**config.mk**
```make
export PLATFORM = sky130hd
export DESIGN_NAME = instruction_fetch_buffer
export DESIGN_NICKNAME = d
export VERILOG_FILES = /design/src/rtl/cpu_pkg.sv /design/src/rtl/sync_fifo.sv /design/src/rtl/instruction_fetch_buffer.sv
export SDC_FILE = /design/constraint.sdc
export NUM_CORES = 1
export LEC_CHECK = 0
export BUFFER_PORTS_ARGS = -buffer_cell sky130_fd_sc_hd__clkbuf_2
export CAP_MARGIN = 20
export CORE_AREA = 2 2 262 186
export CTS_BUF_LIST = sky130_fd_sc_hd__clkbuf_8
export DETAILED_ROUTE_END_ITERATION = 8
export DIE_AREA = 0 0 264 188
export PLACE_DENSITY = 0.61
export RECOVER_POWER = 25
export SYNTH_ARGS = -nofsm -noshare
export SYNTH_HDL_FRONTEND = slang
export SYNTH_SLANG_ARGS = --single-unit
```
**constraint.sdc**
```tcl
create_clock -name i_clk -period 4.7 [get_ports i_clk]
set_input_delay 0.94 -clock i_clk [delete_from_list [all_inputs] [get_ports i_clk]]
set_output_delay 0.94 -clock i_clk [all_outputs]
set_load 0.05 [all_outputs]
```
**src/rtl/cpu_pkg.sv**
```systemverilog
// Shared CPU types and constants for the fetch front end.
// Entry layout is the packed record carried through the fetch queue.
package cpu_pkg;

    localparam int XLEN = 64;
    localparam int ILEN = 32;

    localparam logic [ILEN-1:0] NOP_INSTR = 32'h0000_0013;
    localparam logic [ILEN-1:0] EOP_INSTR = 32'hFFFF_FFFF;

    typedef struct packed {
        logic [ILEN-1:0] instr;
        logic [XLEN-1:0] pc_4;
        logic            eop;
    } fetch_entry_t;

    localparam int ENTRY_W = $bits(fetch_entry_t);

    typedef enum logic {
        FS_FETCH = 1'b0,
        FS_HALT  = 1'b1
    } fetch_state_t;

    function automatic logic is_eop(input logic [ILEN-1:0] instr);
        return instr == EOP_INSTR;
    endfunction

    function automatic fetch_entry_t make_entry(input logic [ILEN-1:0] instr,
                                                input logic [XLEN-1:0] pc);
        fetch_entry_t e;
        e.instr = instr;
        e.pc_4  = pc + XLEN'(4);
        e.eop   = is_eop(instr);
        return e;
    endfunction

endpackage

```
**src/rtl/sync_fifo.sv**
```systemverilog
// Synchronous FIFO with flush; a push into a full FIFO is accepted only when
// a pop happens in the same cycle. Flush empties it and rewinds both pointers.
module sync_fifo #(
    parameter int WIDTH = 8,
    parameter int DEPTH = 4
) (
    input  logic                     i_clk,
    input  logic                     i_reset,
    input  logic                     i_push,
    input  logic                     i_pop,
    input  logic                     i_flush,
    input  logic [WIDTH-1:0]         i_wdata,
    output logic [WIDTH-1:0]         o_rdata,
    output logic [$clog2(DEPTH):0]   o_count,
    output logic                     o_full,
    output logic                     o_empty
);

    localparam int PTR_W = $clog2(DEPTH);
    localparam int CNT_W = PTR_W + 1;

    logic [WIDTH-1:0] r_mem [DEPTH];
    logic [PTR_W-1:0] r_wr_ptr;
    logic [PTR_W-1:0] r_rd_ptr;
    logic [CNT_W-1:0] r_count;

    logic w_do_push;
    logic w_do_pop;

    assign o_full  = (r_count == CNT_W'(DEPTH));
    assign o_empty = (r_count == '0);
    assign o_count = r_count;
    assign o_rdata = r_mem[r_rd_ptr];

    assign w_do_pop  = i_pop && !i_flush && !o_empty;
    assign w_do_push = i_push && !i_flush && (!o_full || w_do_pop);

    always_ff @(posedge i_clk) begin
        if (i_reset || i_flush) begin
            r_wr_ptr <= '0;
            r_rd_ptr <= '0;
            r_count  <= '0;
        end else begin
            if (w_do_push) begin
                r_wr_ptr <= r_wr_ptr + PTR_W'(1);
            end
            if (w_do_pop) begin
                r_rd_ptr <= r_rd_ptr + PTR_W'(1);
            end
            case ({w_do_push, w_do_pop})
                2'b10:   r_count <= r_count + CNT_W'(1);
                2'b01:   r_count <= r_count - CNT_W'(1);
                default: r_count <= r_count;
            endcase
        end
    end

    // Storage needs no reset; validity is tracked by the count alone.
    always_ff @(posedge i_clk) begin
        if (w_do_push) begin
            r_mem[r_wr_ptr] <= i_wdata;
        end
    end

endmodule

```
**src/rtl/instruction_fetch_buffer.sv**
```systemverilog
// Fetch front end: owns fetch PC, queues fetched words with PC+4 and EOP flag,
// and hands them to decode over valid/ready; redirects flush wrong-path words.
//
//  state    | meaning
//  FS_FETCH | one imem word pushed per cycle whenever the queue has room
//  FS_HALT  | EOP word queued; fetch PC frozen until redirect or reset
module instruction_fetch_buffer
    import cpu_pkg::*;
#(
    parameter int              DEPTH    = 4,
    parameter logic [XLEN-1:0] RESET_PC = '0
) (
    input  logic            i_clk,
    input  logic            i_reset,
    output logic [XLEN-1:0] o_imem_addr,
    input  logic [ILEN-1:0] i_imem_instr,
    input  logic            i_redirect_valid,
    input  logic [XLEN-1:0] i_redirect_pc,
    input  logic            i_decode_ready,
    output logic            o_out_valid,
    output logic [ILEN-1:0] o_out_instr,
    output logic [XLEN-1:0] o_out_pc_4,
    output logic            o_out_eop
);

    localparam int COUNT_W = $clog2(DEPTH) + 1;

    fetch_state_t      r_state;
    fetch_state_t      w_state_next;
    logic [XLEN-1:0]   r_fetch_pc;

    fetch_entry_t      w_wr_entry;
    fetch_entry_t      w_head;
    logic [COUNT_W-1:0] w_count;
    logic              w_full;
    logic              w_empty;
    logic              w_out_valid;
    logic              w_push;
    logic              w_pop;

    assign w_out_valid = !w_empty;
    assign w_pop       = w_out_valid && i_decode_ready && !i_redirect_valid;
    assign w_push      = !i_redirect_valid && (r_state == FS_FETCH)
                         && ((w_count < COUNT_W'(DEPTH)) || w_pop);
    assign w_wr_entry  = make_entry(i_imem_instr, r_fetch_pc);

    sync_fifo #(
        .WIDTH (ENTRY_W),
        .DEPTH (DEPTH)
    ) u_queue (
        .i_clk   (i_clk),
        .i_reset (i_reset),
        .i_push  (w_push),
        .i_pop   (w_pop),
        .i_flush (i_redirect_valid),
        .i_wdata (w_wr_entry),
        .o_rdata (w_head),
        .o_count (w_count),
        .o_full  (w_full),
        .o_empty (w_empty)
    );

    always_ff @(posedge i_clk) begin
        if (i_reset) begin
            r_state <= FS_FETCH;
        end else begin
            r_state <= w_state_next;
        end
    end

    always_comb begin
        w_state_next = r_state;
        if (i_redirect_valid) begin
            w_state_next = FS_FETCH;
        end else if (w_push && w_wr_entry.eop) begin
            w_state_next = FS_HALT;
        end
    end

    // Redirect target is used verbatim, including any misaligned low bits.
    always_ff @(posedge i_clk) begin
        if (i_reset) begin
            r_fetch_pc <= RESET_PC;
        end else if (i_redirect_valid) begin
            r_fetch_pc <= i_redirect_pc;
        end else if (w_push) begin
            r_fetch_pc <= w_wr_entry.pc_4;
        end
    end

    assign o_imem_addr = r_fetch_pc;

    always_comb begin
        o_out_valid = w_out_valid;
        o_out_instr = NOP_INSTR;
        o_out_pc_4  = '0;
        o_out_eop   = 1'b0;
        if (w_out_valid) begin
            o_out_instr = w_head.instr;
            o_out_pc_4  = w_head.pc_4;
            o_out_eop   = w_head.eop;
        end
    end

    a_count_bound: assert property (@(posedge i_clk) disable iff (i_reset)
        (w_count <= COUNT_W'(DEPTH)) && (w_full == (w_count == COUNT_W'(DEPTH))));

endmodule

```
* Word-level counts from Yosys, hierarchy flattened
Memories as Yosys holds them, arrays and structs flattened. A register that Yosys moved wholly into a read port is not among the register bits.
Cells that the tools add are included.
** Cells by class
- Add/sub/neg operators :: 5
- Multipliers :: 0
- Div/mod/pow operators :: 0
- Order comparisons :: 1
- Equal/unequal tests :: 4
- Shifts and indexed selects :: 0
- Multiplexer cells :: 10
- Bitwise logic cells :: 1
- Reduce and logical (&&, ||, !) cells :: 19
** Operators by type and width (count)
- $mux W64 :: 3
- $add A64 B3 Y64 const B :: 1
- $eq A32 B32 Y1 const B :: 1
- $mux W32 :: 1
- $logic_and A1 B1 Y1 :: 9
- $pmux W3 S2 :: 1
- $add A2 B1 Y2 const B :: 2
- $mux W2 :: 2
- $reduce_bool A2 Y1 :: 2
- $add A3 B1 Y3 const B :: 1
- $eq A3 B3 Y1 const B :: 1
- $logic_not A1 Y1 :: 3
- $logic_not A3 Y1 :: 1
- $logic_or A1 B1 Y1 :: 3
- $lt A3 B3 Y1 const B :: 1
- $mux W1 :: 3
- $sub A3 B1 Y3 const B :: 1
- $eq A2 B1 Y1 const B :: 1
- $eq A2 B2 Y1 const B :: 1
- $reduce_or A2 Y1 :: 1
- $not A1 Y1 :: 1
** Storage, ports and cells
- Register bits after elaboration :: 72
- Latch bits :: 0
- Bits in writable memories :: 388
- Memory bits (read-only) :: 0
- Input port bits :: 100
- Output and inout bits :: 162
- Memories :: 1
** Memory list
- u_queue.r_mem :: depth 4, width 97, rd ports 1, clocked after memory_dff 1, wr ports 1, line sync_fifo.sv:22 : logic [WIDTH-1:0] r_mem [DEPTH];

* Depth between registers and ports, before layout
Gate-level depths: netlist (run 1).
- Depth after elaboration :: 10
- Depth in mapped cells :: 8
- Mapped depth without buffers :: 6

* Modules after synthesis
Synthesis (run 1) repeated with hierarchy kept, for this count alone.
** Unflattened totals
- Cell total of the unflattened synthesis :: 1307
- Area total of the unflattened synthesis :: 20014.2 um2
** By module, submodules not included
- sync_fifo :: instances 1, cells an instance 566, area each 14483.9 um2, sequential area each 11831.3 um2
- instruction_fetch_buffer :: instances 1, cells an instance 741, area each 5530.3 um2, sequential area each 1301.2 um2

* Worst setup path before layout (run 1)
No wires, ideal clock.
- Path type :: in2reg
- Start point :: input i_decode_ready
- End point :: memory u_queue.r_mem[0][0] in the netlist's numbering (enable)
- Setup time :: 0.467 ns
- Arrival time :: 4.149 ns
- Path slack :: 0.084 ns
- Cell stages on the path :: 5
- Buffers on the path :: 2
- Cells stage by stage :: nor2b_1 > clkbuf_1 > nor2_1 > clkbuf_1 > and3_1
** Between the ends
- Word-level cells in the longest chain between the ends :: 8
- Elaborated cells on any way between the ends :: 11
- Classes of those cells :: mux (2); reduce/logical (9)
** Ends and longest elaborated chain
- from (decl) :: line instruction_fetch_buffer.sv:19 : input logic i_decode_ready,
- $logic_and A1 B1 Y1 (*) (2 in series) :: line instruction_fetch_buffer.sv:42 : assign w_pop = w_out_valid && i_decode_ready && !i_redirect_valid;
- $logic_or A1 B1 Y1 or $logic_and A1 B1 Y1 (tied branches) :: line instruction_fetch_buffer.sv:44, sync_fifo.sv:35
- $logic_and A1 B1 Y1, on equally long branches :: line instruction_fetch_buffer.sv:44, sync_fifo.sv:35
- $logic_and A1 B1 Y1 or $logic_or A1 B1 Y1 (tied branches) :: line sync_fifo.sv:36 : assign w_do_push = i_push && !i_flush && (!o_full || w_do_pop);
- $logic_and A1 B1 Y1 (*) :: line sync_fifo.sv:36
- $mux W1 (*) :: line sync_fifo.sv:60 : if (w_do_push) begin
- $mux W1 (implied by the code) (*) :: line sync_fifo.sv:61 : r_mem[r_wr_ptr] <= i_wdata;
- to (decl) :: line sync_fifo.sv:22
Every way passes the cells marked *; elsewhere a longest branch is shown, timed or not.

* Worst setup path in the final report (run 1)
- Start point :: register u_queue.r_count[2], in the netlist u_queue.o_count[2]
- End point :: output o_out_pc_4[54]
** Between the ends
- Word-level cells in the longest chain between the ends :: 2
** Ends and longest elaborated chain
- from (decl) :: line sync_fifo.sv:25 : logic [CNT_W-1:0] r_count;
- from (signal assigned) :: line sync_fifo.sv:51 : 2'b10: r_count <= r_count + CNT_W'(1);
- from (signal assigned) :: line sync_fifo.sv:52 : 2'b01: r_count <= r_count - CNT_W'(1);
- from (signal assigned) :: line sync_fifo.sv:53 : default: r_count <= r_count;
- $logic_not A3 Y1 :: line sync_fifo.sv:31 : assign o_empty = (r_count == '0);
- $mux W64 :: line instruction_fetch_buffer.sv:98 : if (w_out_valid) begin
- to (decl) :: line instruction_fetch_buffer.sv:22 : output logic [XLEN-1:0] o_out_pc_4,
No other way between the ends.

==> results.sh, run 1 <==
export IMPL_status="finished with violations"
export IMPL_violations="max-capacitance violations, max-slew violations"
export IMPL_async_flop_share_pct=0
export IMPL_cts_path_max_buffers=3
export IMPL_yosysMostFrequentCell="edfxtp_1"
export IMPL_syn_cell_area_um2=20000
export IMPL_post_cts_buffers=0
export IMPL_yosysTopAreaCell="edfxtp_1"
export IMPL_layout_setup_ws_ns=0.794
export IMPL_first_global_vias=13024
export IMPL_setup_violations=0
export IMPL_cts_hold_buf=0
export IMPL_critPathMaxFanout=35
export IMPL_end_kind="primary output"
export IMPL_p_per_area_nw_per_um2=381
export IMPL_p_int_mw=6.48
export IMPL_synth_seq_cells=462
export IMPL_cp_data_required_time_ns=3.76
export IMPL_sw_frac_of_total_pct=27.3
export IMPL_period_share_pct=83.1
export IMPL_tightest_slew_ns=2.32
export IMPL_rsz0062_at_grt="no"
export IMPL_slowest_stage="nor3_1"
export IMPL_crit_type="register to primary output"
export IMPL_cts_root_buf="clkbuf_8"
export IMPL_drive_gt1_share_pct=28.2
export IMPL_syn_instance_count=1330
export IMPL_dr_total_vias=12914
export IMPL_top_level_ports=262
export IMPL_clk_pin_slew_ns=0.07
export IMPL_cts_resized=0
export IMPL_die_h_um=188
export IMPL_cts_sinks=462
export IMPL_grt_ovfl_total=0
export IMPL_ys_flop_type="edfxtp_1"
export IMPL_gp_congestion=0.877
export IMPL_syn_nets=1436
export IMPL_synth_edff_count=388
export IMPL_fillCellCount=4187
export IMPL_slowest_delay_ns=0.56
export IMPL_max_freq_mhz=256
export IMPL_peakVddDrop_mv=0.212
export IMPL_ff_latch_area_um2=13100
export IMPL_cp_arrival_ns=2.97
export IMPL_nNetsFinal=1714
export IMPL_start_kind="register"
export IMPL_core_um2=47300
export IMPL_row_count=67
export IMPL_synth_top_cell_area_share_pct=58.1
export IMPL_p_clk_share_pct=36.0
export IMPL_relSlewSlack_pct=-54.6
export IMPL_fin_crit_ns=3.91
export IMPL_synth_cell_types=58
export IMPL_combPwrFrac_pct=11.1
export IMPL_antenna_left=0
export IMPL_ys_warnings_count=0
export IMPL_die_area_um2=49600
export IMPL_grt_pass1_wl_um=81900
export IMPL_finalSetupTns_ns=0
export IMPL_fp_dieW_um=264
export IMPL_fin_skew_ns=0.0343
export IMPL_final_hold_viol_count=0
export IMPL_seq_power_share_pct=52.9
export IMPL_pre_cts_ws_ns=1.02
export IMPL_drt_iter0_markers=1109
export IMPL_grt_total_usage_pct=22.0
export IMPL_synth_commonest_cells="edfxtp_1, nor2_1, and2_1, mux4_2, dfxtp_1"
export IMPL_htree_num_levels=3
export IMPL_syn_to_final_growth_pct=16.6
export IMPL_start_util_pct=42.4
export IMPL_totalWireLength_um=54200
export IMPL_drcViolationCount=0
export IMPL_synth_area_leaders="edfxtp_1, mux4_2, dfxtp_1"
export IMPL_dr_pass1_iters=5
export IMPL_cts_buffers=72
export IMPL_yosysSeqAreaShare_pct=65.5
export IMPL_p_leak_nw=8.11
export IMPL_syn_area_per_cell_um2=15.1
export IMPL_max_cap_violations=4
export IMPL_cts_tree="built"
export IMPL_viasPerCell=5.64
export IMPL_io_buffers=261
export IMPL_min_path_type="register to register"
export IMPL_drv_slew=149
export IMPL_insertion_delay_ns=0.64
export IMPL_switchingPower_mw=2.43
export IMPL_grt_max_degree=70
export IMPL_antenna_found_initial=3
export IMPL_post_drt_wl_per_cell_um=23.7
export IMPL_path_cells="nor3_1 -> inv_2 -> buf_16 -> buf_4 -> and2_1 -> clkbuf_2"
export IMPL_multi_input_area_um2=6520
export IMPL_dp_hpwl_um=35800
-- logic make-up (layout without fill, tap and decap cells) --
logic type / Yosys count / after routing / share of synthesized area, %
flops: 462 / 462 / 65.5
other cells: 0 / 2 / 0
simple gates: 464 / 464 / 12.9
buf+inv: 104 / 440 / 2.08
xor+xnor: 95 / 95 / 4.15
fa+ha+maj: 6 / 6 / 0.412
mux: 107 / 107 / 11.4
compound gates: 92 / 92 / 3.49
-- per-layer routing --
layer | routed length [um] | track usage [%]
met3 | 4190 | 5.59
met2 | 24200 | 32.9
met4 | 900 | 5.16
met5 | 16 | 0
met1 | 24900 | 32.3
-- flip-flops by register name, summed over array words and instances, names as in the netlist, named ones only --
signal,cells
o_imem_addr,64
r_state,1
u_queue.r_wr_ptr,2
u_queue.o_count,3
u_queue.r_rd_ptr,2
u_queue.r_mem,388
-- power by group through the flow --
stage	clock [mW]	combinational [mW]	sequential, mW
6_report	3.21	0.987	4.72
5_1_grt	3.47	1.05	4.73
4_1_cts	3.29	0.997	4.72
3_5_place_dp	0	0.995	4.80
3_3_place_gp	0	0.984	4.80
2_1_floorplan	0	0.590	4.88
-- layout by cell type (no fill, tap or decap), types with 47 or more instances in the layout --
| master | count |
|---|---|
| xnor2_1 | 47 |
| clkbuf_8 | 77 |
| nand2_1 | 66 |
| and2_1 | 97 |
| nor2_1 | 101 |
| edfxtp_1 | 388 |
| clkbuf_2 | 228 |
| nand4_1 | 51 |
| xor2_1 | 48 |
| mux4_2 | 97 |
| dfxtp_1 | 72 |
-- metrics by stage --
step	utilization, %	area [um2]	power, mW	hold WS, ns	std cells
floorplan	-	20000	5.47	0.469	1330
global placement	46.6	22000	5.78	0.483	2153
detailed placement	46.6	22000	5.80	0.491	2153
CTS	49.5	23400	9.00	0.495	2285
global route	49.4	23400	9.26	0.511	2288
finish	49.4	23400	8.91	0.503	2289
-- path summary, 6_finish.rpt --
path | start | to | slack (ns) | depth (start not counted)
setup / recovery | u_queue.o_count[2]$_SDFFE_PP0P_ | o_out_pc_4[54] | 0.79 | 6
hold / removal | u_queue.r_wr_ptr[1]$_SDFFE_PP0P_ | u_queue.r_wr_ptr[1]$_SDFFE_PP0P_ | 0.50 | 2
setup reg to reg | u_queue.o_count[2]$_SDFFE_PP0P_ | u_queue.r_mem[1][65]$_DFFE_PP_ | 0.99 | 4
hold reg to reg | u_queue.r_wr_ptr[1]$_SDFFE_PP0P_ | u_queue.r_wr_ptr[1]$_SDFFE_PP0P_ | 0.50 | 2
-- critical path: cells and delay by family, from the launching register on --
family	cells	cell delay, ns
buffers and inverters	4	1.17
AND/OR/NAND/NOR	2	0.73
flip-flops	1	0.36
-- cell type report --
type | instances | area share [%]
Sequential cell | 462 | 56.2
Clock buffer | 77 | 4.53
Clock inverter | 55 | 1.24
Timing Repair Buffer | 291 | 6.47
Multi-Input combinational cell | 764 | 27.9
Inverter | 17 | 0.278
Antenna cell | 2 | 0.0214
Tap cell | 621 | 3.32
No activity file was read; power rests on OpenSTA's default activity.
==> run 2: changes to the inputs <==
--- a/config.mk
+++ b/config.mk
@@ -11,7 +11,7 @@
 export CTS_BUF_LIST = sky130_fd_sc_hd__clkbuf_8
 export DETAILED_ROUTE_END_ITERATION = 8
 export DIE_AREA = 0 0 264 188
-export PLACE_DENSITY = 0.61
+export PLACE_DENSITY = 0.59
 export RECOVER_POWER = 25
 export SYNTH_ARGS = -nofsm -noshare
 export SYNTH_HDL_FRONTEND = slang
==> constraint.sdc (replaced) <==
create_clock -name i_clk -period 3.6 [get_ports i_clk]
set_input_delay 0.72 -clock i_clk [delete_from_list [all_inputs] [get_ports i_clk]]
set_output_delay 0.72 -clock i_clk [all_outputs]
set_load 0.05 [all_outputs]
==> run 2 against run 1 <==
The run still ends with max-capacitance violations, max-slew violations left. Sequential power increased by 30%. Worst hold slack got worse by 0.20 ns. Total power increased by 34%. Worst setup slack got worse by 0.58 ns. Combinational power increased by 36%. Wire length increased by 2.1%. Clock-buffer cell count decreased by 2. Global-route usage increased by 0.14 points. Sequential share of layout area decreased by 0.71 points. Design area increased by 1.3%. Via count increased by 0.20%. Non-clock buffer count increased by 17.
==> results.sh, run 2 (synthesis results as in run 1) <==
export IMPL_status="finished with violations"
export IMPL_violations="max-capacitance violations, max-slew violations"
export IMPL_crit_type="register to primary output"
export IMPL_cts_root_buf="clkbuf_8"
export IMPL_drv_slew=42
export IMPL_min_path_type="input port to register"
export IMPL_use_met3_pct=5.70
export IMPL_viasPerCell=5.60
export IMPL_row_count=67
export IMPL_post_drt_wl_per_cell_um=24.0
export IMPL_relSlewSlack_pct=-48.5
export IMPL_final_cell_mix="edfxtp_1, clkbuf_2, nor2_1, and2_1, mux4_2"
export IMPL_drive_gt1_share_pct=28.7
export IMPL_totalWireLength_um=55400
export IMPL_gp_congestion=0.840
export IMPL_worstHoldPathCells=3
export IMPL_cts_path_max_buffers=3
export IMPL_max_cap_violations=1
export IMPL_fin_crit_ns=3.39
export IMPL_post_cts_buffers=0
export IMPL_p_leak_nw=8.26
export IMPL_dr_total_vias=12940
export IMPL_end_kind="primary output"
export IMPL_met2_usage_pct=32.0
export IMPL_setup_violations=0
export IMPL_sw_frac_of_total_pct=27.2
export IMPL_insertion_delay_ns=0.66
export IMPL_seq_power_share_pct=51.6
export IMPL_finalSetupTns_ns=0
export IMPL_peakVddDrop_mv=0.226
export IMPL_dp_hpwl_um=37300
export IMPL_cts_buffers=74
export IMPL_combPwrFrac_pct=11.2
export IMPL_path_cells="buf_4 -> mux4_2 -> and2_1 -> clkbuf_2"
export IMPL_cts_sinks=462
export IMPL_reg2reg_depth=6
export IMPL_regMostFlops="u_queue.r_mem"
export IMPL_grt_ovfl_total=0
export IMPL_cp_arrival_ns=2.67
export IMPL_io_buffers=261
export IMPL_fp_dieW_um=264
export IMPL_clk_pin_slew_ns=0.07
export IMPL_grt_max_degree=68
export IMPL_die_area_um2=49600
export IMPL_p_total_mw=11.9
export IMPL_hold_ws_ns=0.298
export IMPL_antenna_left=0
export IMPL_grt_busiest_layer="met1"
export IMPL_tightest_slew_ns=2.23
export IMPL_start_kind="register"
export IMPL_grt_met1_usage_pct=33.4
export IMPL_period_share_pct=94.1
export IMPL_switchingPower_mw=3.24
export IMPL_drcViolationCount=0
export IMPL_drt_iter0_markers=1166
export IMPL_first_global_vias=12676
export IMPL_cts_hold_buf=0
export IMPL_finalCoreUtilization_pct=50.1
export IMPL_slowest_stage="dfxtp_4"
export IMPL_fin_skew_ns=0.0406
export IMPL_start_util_pct=42.4
export IMPL_rsz0062_at_grt="no"
export IMPL_p_per_area_nw_per_um2=503
export IMPL_cp_data_required_time_ns=2.88
export IMPL_die_h_um=188
export IMPL_cts_tree="built"
export IMPL_max_freq_mhz=295
export IMPL_slowest_delay_ns=0.63
export IMPL_grt_pass1_wl_um=82400
export IMPL_syn_to_final_growth_pct=18.1
export IMPL_p_int_mw=8.68
export IMPL_final_common_cell="edfxtp_1"
export IMPL_cts_resized=0
export IMPL_p_clk_share_pct=37.1
export IMPL_largest_reg_flops=388
export IMPL_antenna_found_initial=1
export IMPL_nNetsFinal=1733
export IMPL_final_hold_viol_count=0
export IMPL_critPathMaxFanout=19
export IMPL_htree_num_levels=3
export IMPL_top_level_ports=262
export IMPL_core_um2=47300
export IMPL_dr_pass1_iters=5
export IMPL_grt_total_usage_pct=22.1
## run 2: power by group through the flow
stage / registers, mW / logic [mW] / clock network (mW)
6_report: 6.15 / 1.34 / 4.42
5_1_grt: 6.17 / 1.42 / 4.76
4_1_cts: 6.15 / 1.36 / 4.52
3_5_place_dp: 6.26 / 1.36 / 0
3_3_place_gp: 6.25 / 1.35 / 0
2_1_floorplan: 6.37 / 0.770 / 0
## run 2: per-layer routing
| layer | vias to the layer above | part of all wire, % |
|---|---|---|
| met1 | 6539 | 46 |
| met4 | 0 | 1.7 |
| met3 | 76 | 8.6 |
| li1 | 5781 | - |
| met5 | - | 0 |
| met2 | 544 | 44 |
## run 2: final timing paths
kind | startpoint | endpoint | slack, ns
min | i_redirect_pc[51] | o_imem_addr[51]$_SDFFE_PP0N_ | 0.30
max | register | o_out_pc_4[24] | 0.21
max reg2reg | u_queue.o_count[2]$_SDFFE_PP0P_ | u_queue.r_mem[3][93]$_DFFE_PP_ | 0.47
min reg2reg | u_queue.r_wr_ptr[1]$_SDFFE_PP0P_ | u_queue.r_wr_ptr[1]$_SDFFE_PP0P_ | 0.51
## run 2: stage by stage
step                      instances  instance area, um2  setup slack (ns)
after floorplan                1330               20100             0.294
after global placement         2171               22300             0.704
after detailed placement       2171               22300             0.651
after CTS                      2308               23800             0.101
after global routing           2309               23700            0.0338
final                          2310               23700             0.211
## run 2: layout make-up
| class | instances | area [um2] |
|---|---|---|
| fill | 4180 | 23600 |
| sequential | 462 | 13100 |
| multi-input combinational | 764 | 6510 |
| clock inverter | 62 | 417 |
| clock buffer | 75 | 1030 |
| timing repair buffer | 308 | 1720 |
| antenna | 1 | 2.50 |
| tap | 621 | 777 |
| inverter | 17 | 66.3 |
## run 2: critical path: cells and delay by family, from the launching register on
kind	cells	cell delay [ns]
flops	1	0.63
buf+inv	2	0.60
simple gates	1	0.19
mux	1	0.60
==> run 3: changes to the inputs <==
--- a/config.mk
+++ b/config.mk
@@ -7,12 +7,14 @@
 export LEC_CHECK = 0
 export BUFFER_PORTS_ARGS = -buffer_cell sky130_fd_sc_hd__clkbuf_2
 export CAP_MARGIN = 20
-export CORE_AREA = 2 2 262 186
+export CORE_AREA = 2 2 261 186
 export CTS_BUF_LIST = sky130_fd_sc_hd__clkbuf_8
 export DETAILED_ROUTE_END_ITERATION = 8
-export DIE_AREA = 0 0 264 188
+export DIE_AREA = 0 0 263 188
+export GPL_TIMING_DRIVEN = 0
 export PLACE_DENSITY = 0.59
 export RECOVER_POWER = 25
 export SYNTH_ARGS = -nofsm -noshare
 export SYNTH_HDL_FRONTEND = slang
+export SYNTH_HIERARCHICAL = 1
 export SYNTH_SLANG_ARGS = --single-unit
==> run 3 against run 2 <==
The flow now finishes without violations. Design area is 0.51% higher. Combinational power shrank 29%. Register-to-register slack got worse by 0.22 ns. Area after synthesis is 0.19% lower. Die area decreased by 0.38%. Global-route usage grew 0.15 points. Clock skew fell by 0.011 ns. Non-clock buffer count rose by 59. First-iteration DRC count shrank 9.5%. Total power decreased by 3.6%. Sequential share of layout area fell by 0.30 points.
==> results.sh, run 3 <==
export IMPL_status="finished clean"
export IMPL_final_hold_viol_count=0
export IMPL_first_global_vias=12973
export IMPL_drcViolationCount=0
export IMPL_finalCoreUtilization_pct=50.5
export IMPL_cp_arrival_ns=2.74
export IMPL_regMostFlops="u_queue/r_mem"
export IMPL_drt_iter0_markers=1055
export IMPL_sw_frac_of_total_pct=25.4
export IMPL_max_freq_mhz=289
export IMPL_switchingPower_mw=2.91
export IMPL_max_cap_violations=0
export IMPL_reg2reg_depth=10
export IMPL_cts_sinks=462
export IMPL_combPwrFrac_pct=8.2
export IMPL_min_path_type="input port to register"
export IMPL_dr_pass1_iters=7
export IMPL_io_buffers=261
export IMPL_syn_instance_count=1306
export IMPL_start_util_pct=42.5
export IMPL_nNetsFinal=1762
export IMPL_dr_total_vias=13048
export IMPL_hold_ws_ns=0.309
export IMPL_period_share_pct=96.0
export IMPL_p_int_mw=8.57
export IMPL_viasPerCell=5.58
export IMPL_drv_slew=0
export IMPL_hold_end="o_imem_addr[6]$_SDFFE_PP0P_"
export IMPL_die_area_um2=49400
export IMPL_start_kind="register"
export IMPL_syn_to_final_growth_pct=18.9
export IMPL_top_level_ports=262
export IMPL_antenna_found_initial=5
export IMPL_syn_nets=1412
export IMPL_clk_pin_slew_ns=0.06
export IMPL_grt_total_usage_pct=22.3
export IMPL_fin_crit_ns=3.46
export IMPL_grt_pass1_wl_um=81700
export IMPL_post_drt_wl_per_cell_um=23.6
export IMPL_cts_buffers=74
export IMPL_core_um2=47100
export IMPL_tightest_slew_ns=1.00
export IMPL_row_count=67
export IMPL_grt_max_degree=45
export IMPL_r2r_slack_ns=0.25
export IMPL_rsz0062_at_grt="no"
export IMPL_end_kind="primary output"
export IMPL_totalWireLength_um=55200
export IMPL_dp_hpwl_um=37700
export IMPL_p_leak_nw=8.04
export IMPL_syn_cell_area_um2=20000
export IMPL_final_common_cell="edfxtp_1"
export IMPL_cts_root_buf="clkbuf_8"
export IMPL_cts_tree="built"
export IMPL_seq_power_share_pct=52.5
export IMPL_grt_ovfl_total=0
export IMPL_r2r_end="u_queue/r_mem[0][80]$_DFFE_PP_"
export IMPL_cp_data_required_time_ns=2.88
export IMPL_htree_num_levels=3
export IMPL_fillCellCount=4146
export IMPL_fin_skew_ns=0.0295
export IMPL_r2r_start="u_queue/o_count[2]$_SDFFE_PP0P_"
export IMPL_insertion_delay_ns=0.65
export IMPL_setup_violations=0
export IMPL_syn_area_per_cell_um2=15.3
export IMPL_critPathMaxFanout=10
export IMPL_p_clk_share_pct=39.3
export IMPL_gp_congestion=0.922
export IMPL_largest_reg_flops=388
export IMPL_crit_type="register to primary output"
export IMPL_min_from="i_redirect_pc[6]"
export IMPL_fp_dieW_um=263
export IMPL_ys_warnings_count=6
export IMPL_p_per_area_nw_per_um2=483
export IMPL_relSlewSlack_pct=32.8
export IMPL_drive_gt1_share_pct=26.7
export IMPL_cts_path_max_buffers=3
export IMPL_antenna_left=0
export IMPL_p_total_mw=11.5
export IMPL_final_cell_mix="edfxtp_1, clkbuf_2, clkbuf_1, mux4_2, nor2b_1"
export IMPL_peakVddDrop_mv=0.233
export IMPL_worstHoldPathCells=3
export IMPL_cts_hold_buf=0
export IMPL_die_h_um=188
run 3: final cells by class:
| cell class | count | area, um2 | area share (%) |
|---|---|---|---|
| Antenna cell | 3 | 7.51 | 0.0316 |
| Buffer | 92 | 428 | 1.80 |
| Clock buffer | 81 | 1110 | 4.69 |
| Clock inverter | 53 | 355 | 1.49 |
| Inverter | 17 | 63.8 | 0.268 |
| Multi-Input combinational cell | 734 | 6420 | 27.0 |
| Sequential cell | 462 | 13100 | 55.2 |
| Tap cell | 621 | 777 | 3.27 |
| Timing Repair Buffer | 275 | 1490 | 6.27 |
run 3: worst max path at each step:
| stage | start | to | slack, ns | depth (start not counted) |
|---|---|---|---|---|
| 2_1_floorplan | u_queue/o_count[2]$_SDFFE_PP0P_ | u_queue/r_mem[0][0]$_DFFE_PP_ | -0.12 | 9 |
| 3_3_place_gp | u_queue/o_count[2]$_SDFFE_PP0P_ | u_queue/r_mem[2][43]$_DFFE_PP_ | -2.48 | 9 |
| 3_5_place_dp | u_queue/o_count[0]$_SDFFE_PP0P_ | u_queue/r_mem[0][74]$_DFFE_PP_ | -1.29 | 12 |
| 4_1_cts | register | o_out_instr[1] | 0.005 | 6 |
| 5_1_grt | register | o_out_instr[1] | 0.001 | 6 |
| 6_report | register | o_out_instr[1] | 0.14 | 6 |
run 3: power groups by stage:
stage / combinational [mW] / sequential (mW) / clock [mW]
6_report: 0.945 / 6.03 / 4.51
5_1_grt: 1.00 / 6.04 / 4.86
4_1_cts: 0.962 / 6.03 / 4.62
3_5_place_dp: 0.953 / 6.14 / 0
3_3_place_gp: 0.929 / 6.15 / 0
2_1_floorplan: 0.452 / 6.28 / 0
run 3: worst max-delay path: stages, from the launching register on:
cell and delay (ns):
dfxtp_1 0.30, buf_2 0.28, buf_6 0.25, buf_6 0.22, mux4_2 0.51, or2_2 0.29
clkbuf_2 0.24
run 3: timing repair:
| action | in CTS | in global routing |
|---|---|---|
| pin swaps | 4 | 0 |
| buffers inserted | 5 | 0 |
| resized for setup | 11 | 4 |
| setup endpoints to repair | 514 | 150 |
| gates cloned | 2 | 0 |
run 3: stage by stage:
| stage | cell area [um2] | setup WS, ns | instances | setup TNS, ns |
|---|---|---|---|---|
| floorplan | 20000 | -0.120 | 1306 | -46.38 |
| global placement | 22100 | -2.48 | 2188 | -958.65 |
| detailed placement | 22300 | -1.29 | 2196 | -424.92 |
| CTS | 23900 | 0.00547 | 2335 | 0 |
| global route | 23800 | 0.00140 | 2337 | 0 |
| finish | 23800 | 0.142 | 2338 | 0 |
run 3: layer usage:
metal  track usage (%)  vias up  wire length, um
li1                  -     5820                -
met4              7.32        2             1430
met2              32.7      549            24500
met1              32.1     6582            24500
met5                 0        -               11
met3              6.20       95             4740
